### src/rtl/fetch_buffer.sv
// rtl/fetch_buffer.sv - instruction fetch front end with credit-limited in-order fetch FIFO
// Issues sequential word fetches, buffers returned words with their addresses, flushes on jump.
module fetch_buffer #(
  parameter int          DEPTH           = 4,
  parameter int          MAX_OUTSTANDING = 2,
  parameter logic [31:0] RESET_PC        = 32'h0000_0000
) (
  input  logic        clk,
  input  logic        rst,
  input  logic        jump_flag_i,
  input  logic [31:0] jump_addr_i,
  input  logic        stall_i,
  output logic        imem_req_o,
  output logic [31:0] imem_addr_o,
  input  logic        imem_gnt_i,
  input  logic        imem_rvalid_i,
  input  logic [31:0] imem_rdata_i,
  output logic [31:0] inst_o,
  output logic [31:0] inst_addr_o,
  output logic        inst_valid_o
);

  localparam int AW = $clog2(DEPTH);
  localparam int CW = AW + 1;
  localparam int OW = $clog2(MAX_OUTSTANDING + 1);
  localparam logic [31:0] NOP = 32'h0000_0013;

  typedef enum logic {ST_RUN, ST_FLUSH} state_e;

  state_e        state_q;
  logic [31:0]   fetch_pc_q, fetch_pc_d;
  logic [31:0]   rsp_pc_q, rsp_pc_d;
  logic [CW-1:0] count_q, count_d;
  logic [OW-1:0] out_q, out_d;
  logic [OW-1:0] drop_q, drop_d;
  logic [AW-1:0] rd_ptr_q, rd_ptr_d;
  logic [AW-1:0] wr_ptr_q, wr_ptr_d;
  logic [31:0]   inst_mem_q [DEPTH];
  logic [31:0]   addr_mem_q [DEPTH];

  logic [31:0] inflight;
  logic        req, fire, push, pop, drop_rsp, empty;
  logic        unused_jump_lsb;

  assign unused_jump_lsb = ^jump_addr_i[1:0];

  // Credit counts buffered words plus live requests; responses being dropped hold no slot.
  assign empty    = (count_q == '0);
  assign inflight = 32'(count_q) + 32'(out_q) - 32'(drop_q);
  assign req      = rst && !jump_flag_i && (32'(out_q) < 32'(MAX_OUTSTANDING))
                    && (inflight < 32'(DEPTH));
  assign fire     = req && imem_gnt_i;
  assign drop_rsp = imem_rvalid_i && (state_q == ST_FLUSH);
  assign push     = rst && imem_rvalid_i && !drop_rsp && !jump_flag_i;
  assign pop      = !empty && !stall_i && !jump_flag_i;

  always_comb begin
    out_d      = out_q + OW'(fire) - OW'(imem_rvalid_i);
    fetch_pc_d = fire ? fetch_pc_q + 32'd4 : fetch_pc_q;
    rsp_pc_d   = push ? rsp_pc_q + 32'd4 : rsp_pc_q;
    drop_d     = drop_rsp ? drop_q - OW'(1) : drop_q;
    count_d    = count_q + CW'(push) - CW'(pop);
    rd_ptr_d   = pop ? rd_ptr_q + AW'(1) : rd_ptr_q;
    wr_ptr_d   = push ? wr_ptr_q + AW'(1) : wr_ptr_q;
    if (jump_flag_i) begin
      // Every request granted before the jump is still owed a response; drop them all.
      fetch_pc_d = {jump_addr_i[31:2], 2'b00};
      rsp_pc_d   = {jump_addr_i[31:2], 2'b00};
      drop_d     = out_q - OW'(imem_rvalid_i);
      count_d    = '0;
      rd_ptr_d   = '0;
      wr_ptr_d   = '0;
    end
  end

  always_ff @(posedge clk) begin
    if (!rst) begin
      state_q    <= ST_RUN;
      fetch_pc_q <= RESET_PC;
      rsp_pc_q   <= RESET_PC;
      count_q    <= '0;
      out_q      <= '0;
      drop_q     <= '0;
      rd_ptr_q   <= '0;
      wr_ptr_q   <= '0;
    end else begin
      state_q    <= (drop_d != '0) ? ST_FLUSH : ST_RUN;
      fetch_pc_q <= fetch_pc_d;
      rsp_pc_q   <= rsp_pc_d;
      count_q    <= count_d;
      out_q      <= out_d;
      drop_q     <= drop_d;
      rd_ptr_q   <= rd_ptr_d;
      wr_ptr_q   <= wr_ptr_d;
    end
  end

  always_ff @(posedge clk) begin
    if (push) begin
      inst_mem_q[wr_ptr_q] <= imem_rdata_i;
      addr_mem_q[wr_ptr_q] <= rsp_pc_q;
    end
  end

  assign imem_req_o   = req;
  assign imem_addr_o  = fetch_pc_q;
  assign inst_valid_o = rst && !empty;
  assign inst_o       = inst_valid_o ? inst_mem_q[rd_ptr_q] : NOP;
  assign inst_addr_o  = inst_valid_o ? addr_mem_q[rd_ptr_q] : 32'h0;

endmodule

### config.mk
export PLATFORM = sky130hd
export DESIGN_NAME = fetch_buffer
export DESIGN_NICKNAME = d
export VERILOG_FILES = /design/src/rtl/fetch_buffer.sv
export SDC_FILE = /design/constraint.sdc
export NUM_CORES = 1
export LEC_CHECK = 0
export ABC_AREA = 0
export BUFFER_PORTS_ARGS = -buffer_cell sky130_fd_sc_hd__buf_4
export CORE_MARGIN = 2
export CORE_UTILIZATION = 45
export DETAILED_ROUTE_END_ITERATION = 7
export SETUP_SLACK_MARGIN = 0.2
export SLEW_MARGIN = 5
export SYNTH_ARGS = -nofsm -noshare
export SYNTH_HDL_FRONTEND = slang
export SYNTH_SLANG_ARGS = --single-unit
### constraint.sdc
create_clock -name clk -period 6 [get_ports clk]
set_input_delay 0 -clock clk [delete_from_list [all_inputs] [get_ports clk]]
set_output_delay 0 -clock clk [all_outputs]
set_load 0.005 [all_outputs]
==> flow_results.org <==
** Logic synthesis
- Dominant cells by area after synthesis :: sky130_fd_sc_hd__edfxtp_1 (55%), sky130_fd_sc_hd__dfxtp_1 (11%), sky130_fd_sc_hd__mux4_2 (10%)
- Post-synthesis cell type count :: between 60 and 70
- After technology mapping, the gate count stands at around 920.
- A synthesized cell averages around 15 sq um.
- In the synthesized netlist the dominant register cell turns out to be sky130_fd_sc_hd__edfxtp_1.
- The synthesized design spends more area on one cell type than any other, namely sky130_fd_sc_hd__edfxtp_1.
- The most common cell in the synthesized netlist is sky130_fd_sc_hd__edfxtp_1.
- The Yosys step of the flow raised 0 warnings.
- Of the synthesized area, sequential elements account for 65.9%.
- Counting flops and latches in the post-synthesis netlist gives 322.
- After synthesis, the share of flip-flops with an asynchronous set or reset is 0%.
- Post-synth design cell area :: 0.0135 sq mm
- Number of enable flip-flop cells after synthesis :: between 200 and 250
- Most instantiated cells after synthesis :: sky130_fd_sc_hd__edfxtp_1 (248), sky130_fd_sc_hd__dfxtp_1 (74), sky130_fd_sc_hd__mux4_2 (62), sky130_fd_sc_hd__nor2b_1 (59), sky130_fd_sc_hd__nand2_1 (51)
- The share of synthesized area in the top cell type comes to a little under three fifths.

** Critical path
- Tracing the worst setup path back leads to its startpoint at count_q[1].
- The slowest stage of the critical path belongs to the cell sky130_fd_sc_hd__dlygate4sd3_1.
- Crit-path most repeated cell :: sky130_fd_sc_hd__inv_1
- Critical path arrival :: ~4000 ps
- Worst path buffer plus inverter count :: 3
- Depth of the most critical reg-to-reg path :: 10
- Across all register-to-register paths, the minimum setup slack is about 2300 ps.
- Worst r2r src :: count_q[1]
- Crit path required time :: ~6400 ps
- The critical path in this run is classified as reg2reg.
- Reg2reg end :: imem_addr_o[27]
- On the critical path the largest part of the delay comes from simple AND/OR/NAND/NOR gates.
- List of cells traversed by the critical path :: inv_1 > fa_1 > inv_1 > ha_1 > and3b_1 > nor4_1 > o2111ai_1 > or3_1 > nand3_1 > dlygate4sd3_1
- Of all nets on the critical path, the largest fanout is 9.
- STA classifies the critical path startpoint as a register.
- Stage delay of the slowest cell on the critical path :: 550 ps
- Type of element capturing the critical path :: register

** Min path
- In this run the worst hold path is classified as in2reg.
- The worst hold path terminates at inst_mem_q[0][24].
- HP Start :: imem_rdata_i[24]
- Instance count along the most critical hold path :: 2

** Timing
- For the final database, setup skew stands at 9.85 ps.
- The worst path in the final design needs a cycle of between 3000 and 4000 ps, including I/O delays and setup.
- Final hold violations :: 0
- WHS :: 248 ps
- Setup violations remaining at the end of the flow were counted as 0.
- The max-slew violation total from the final report is 0.
- Transition at the pin with the smallest max-transition slack :: 1030 ps
- Setup_tns :: 0 ps
- Headroom to the max-slew limit came out at between 30% and 40%.
- Top achievable clock speed :: 272 MHz
- Fraction of the cycle the final worst path needs :: between 60% and 70%
- Setup repair after global routing left no endpoint under its margin.

** Placement
- The HPWL after detailed placement is between 15,000 and 20,000 microns.
- The count of buffers added on input and output ports is 161.
- Routability congestion estimate from global placement :: between 0.8 and 0.9

** Clocking
- Clock latency reported for the late side of the worst-skew pair :: 500 ps
- Clk buf depth :: 3
- The number of clock buffers added by TritonCTS is 35.
- Clock-pin slew was measured on the worst setup and hold paths at about 60 ps.
- CTS tree :: built
- The cell sitting at the root of the clock tree is a sky130_fd_sc_hd__clkbuf_16.
- Sink count of the clock tree :: around 320
- Resize count post-CTS :: 0
- Number of setup buffers added after CTS :: 0
- H-tree level count :: 2
- Hold_buf cts :: around 70

** Floorplan
- The die is between 150 and 200 microns tall.
- I/O pin cnt :: 168
- The die is 177 microns wide.
- Core outline area :: 0.0296 sq mm
- The die covers ~0.031 sq mm.
- Initial core utilization :: 45.7%
- Row generation in the floorplan step produced 63 rows.

** Routing
- Residual antenna-violating net count after detailed routing :: 0
- Via count :: about 8,600
- The first TritonRoute pass finished after 5 iterations.
- Summed over all layers, the routed wires come to around 30,000 microns.
- Post-detailed-route DRC marker count :: 0
- Detail-routed net length per standard cell :: around 19 microns
- Mean number of vias per cell :: around 5.5
- After the first detailed-routing iteration, the DRC count stood at about 630.

** Cells and area
- Area growth syn-to-layout :: 25.2%
- In the final design database the tool counted between 1,000 and 1,500 nets.
- The number of antenna diodes in the final layout is 0.
- In the final layout, the share of cells above drive strength 1 is approximately a quarter.

** Pwr
- Leak :: between 5 and 6 nW
- Cell area power density :: between 200 and 300 mW/mm^2
- Max VDD drop :: between 0.1 and 0.15 mV

** GRT
- Antenna violations before repair :: 0
- Total track usage :: around a fifth
- Global-route wire length before repair :: 47,500 microns
- Pin count of the biggest net entering global routing :: between 80 and 90
- The via count of the first global-routing pass is slightly below 9,000.
- Total gr overflow :: 0

** Run
- Maximum Capacitance Violations :: 0

** Run status
- The flow ran to the end, and the final reports show no timing, DRC or antenna violations.
==> sequential cells by signal, indices dropped and copies added, names as in the netlist, named ones only <==
signal       flops
imem_addr_o     30
addr_mem_q     120
rsp_pc_q        30
count_q          3
state_q          1
rd_ptr_q         2
wr_ptr_q         2
inst_mem_q     128
drop_q           2
out_q            2
==> cells in the final DEF (no fill, tap or decap), drive strengths merged, types with 31 or more instances in the layout <==
cell type / instances
nor2b: 59
mux4: 62
clkbuf: 49
nand2: 51
buf: 172
dfxtp: 74
xnor2: 31
o21ai: 32
dlygate4sd3: 71
edfxtp: 248
==> final cells by class <==
type,count,area [sq um]
Tap cell,390,488
Timing Repair Buffer,243,2000
Multi-Input combinational cell,513,4300
Clock buffer,49,1000
Inverter,27,101
Clock inverter,14,123
Sequential cell,322,8930
Fill cell,2432,12700
==> worst max path at each step <==
| stage | depth (start not counted) | slack, ps | endpoint |
|---|---|---|---|
| floorplan | 16 | 2500 | out_q[1] |
| global placement | 12 | 2430 | imem_addr_o[16] |
| detailed placement | 12 | 2380 | imem_addr_o[16] |
| CTS | 12 | 2330 | imem_addr_o[16] |
| global route | 12 | 2090 | imem_addr_o[17] |
| finish | 10 | 2320 | imem_addr_o[27] |
==> routing by layer <==
layer	wire (microns)	share of wire [%]	GRT usage (%)	vias to the layer above
met5	0	0	0	-
met4	350	1.2	4.30	0
met3	2130	7.1	4.20	30
met2	14000	47	31.0	288
met1	13500	45	27.1	4254
li1	-	-	-	3987
==> where the power goes <==
part           total [mW]  internal (mW)  switching (mW)
sequential           2.51           2.45          0.0570
combinational       0.298          0.157           0.141
clock                2.08           1.25           0.826
==> per-stage QoR <==
step                cell area (sq um)  cells  total power [mW]  util [%]  setup WS [ps]
floorplan                       13600    918              2.69         -           2500
global placement                15100   1424              2.81      51.0           2430
global route                    16900   1558              5.07      57.2           2090
detailed placement              15100   1424              2.82      51.0           2380
finish                          16900   1558              4.89      57.2           2320
CTS                             16900   1558              4.94      57.2           2330
==> logic make-up (layout without fill, tap and decap cells) <==
| family | Yosys count | after routing | synth area share, % |
|---|---|---|---|
| xor gates and xnor gates | 36 | 36 | 2.33 |
| and+or+nand+nor | 264 | 264 | 10.9 |
| adders and majority gates | 17 | 17 | 1.68 |
| muxes | 69 | 69 | 10.8 |
| DFF | 322 | 322 | 65.9 |
| other | 1 | 4 | 0.0277 |
| AOI/OAI and AO/OA | 123 | 123 | 5.84 |
| buffers and inverters | 83 | 333 | 2.44 |
No activity file was read; power rests on OpenSTA's default activity.
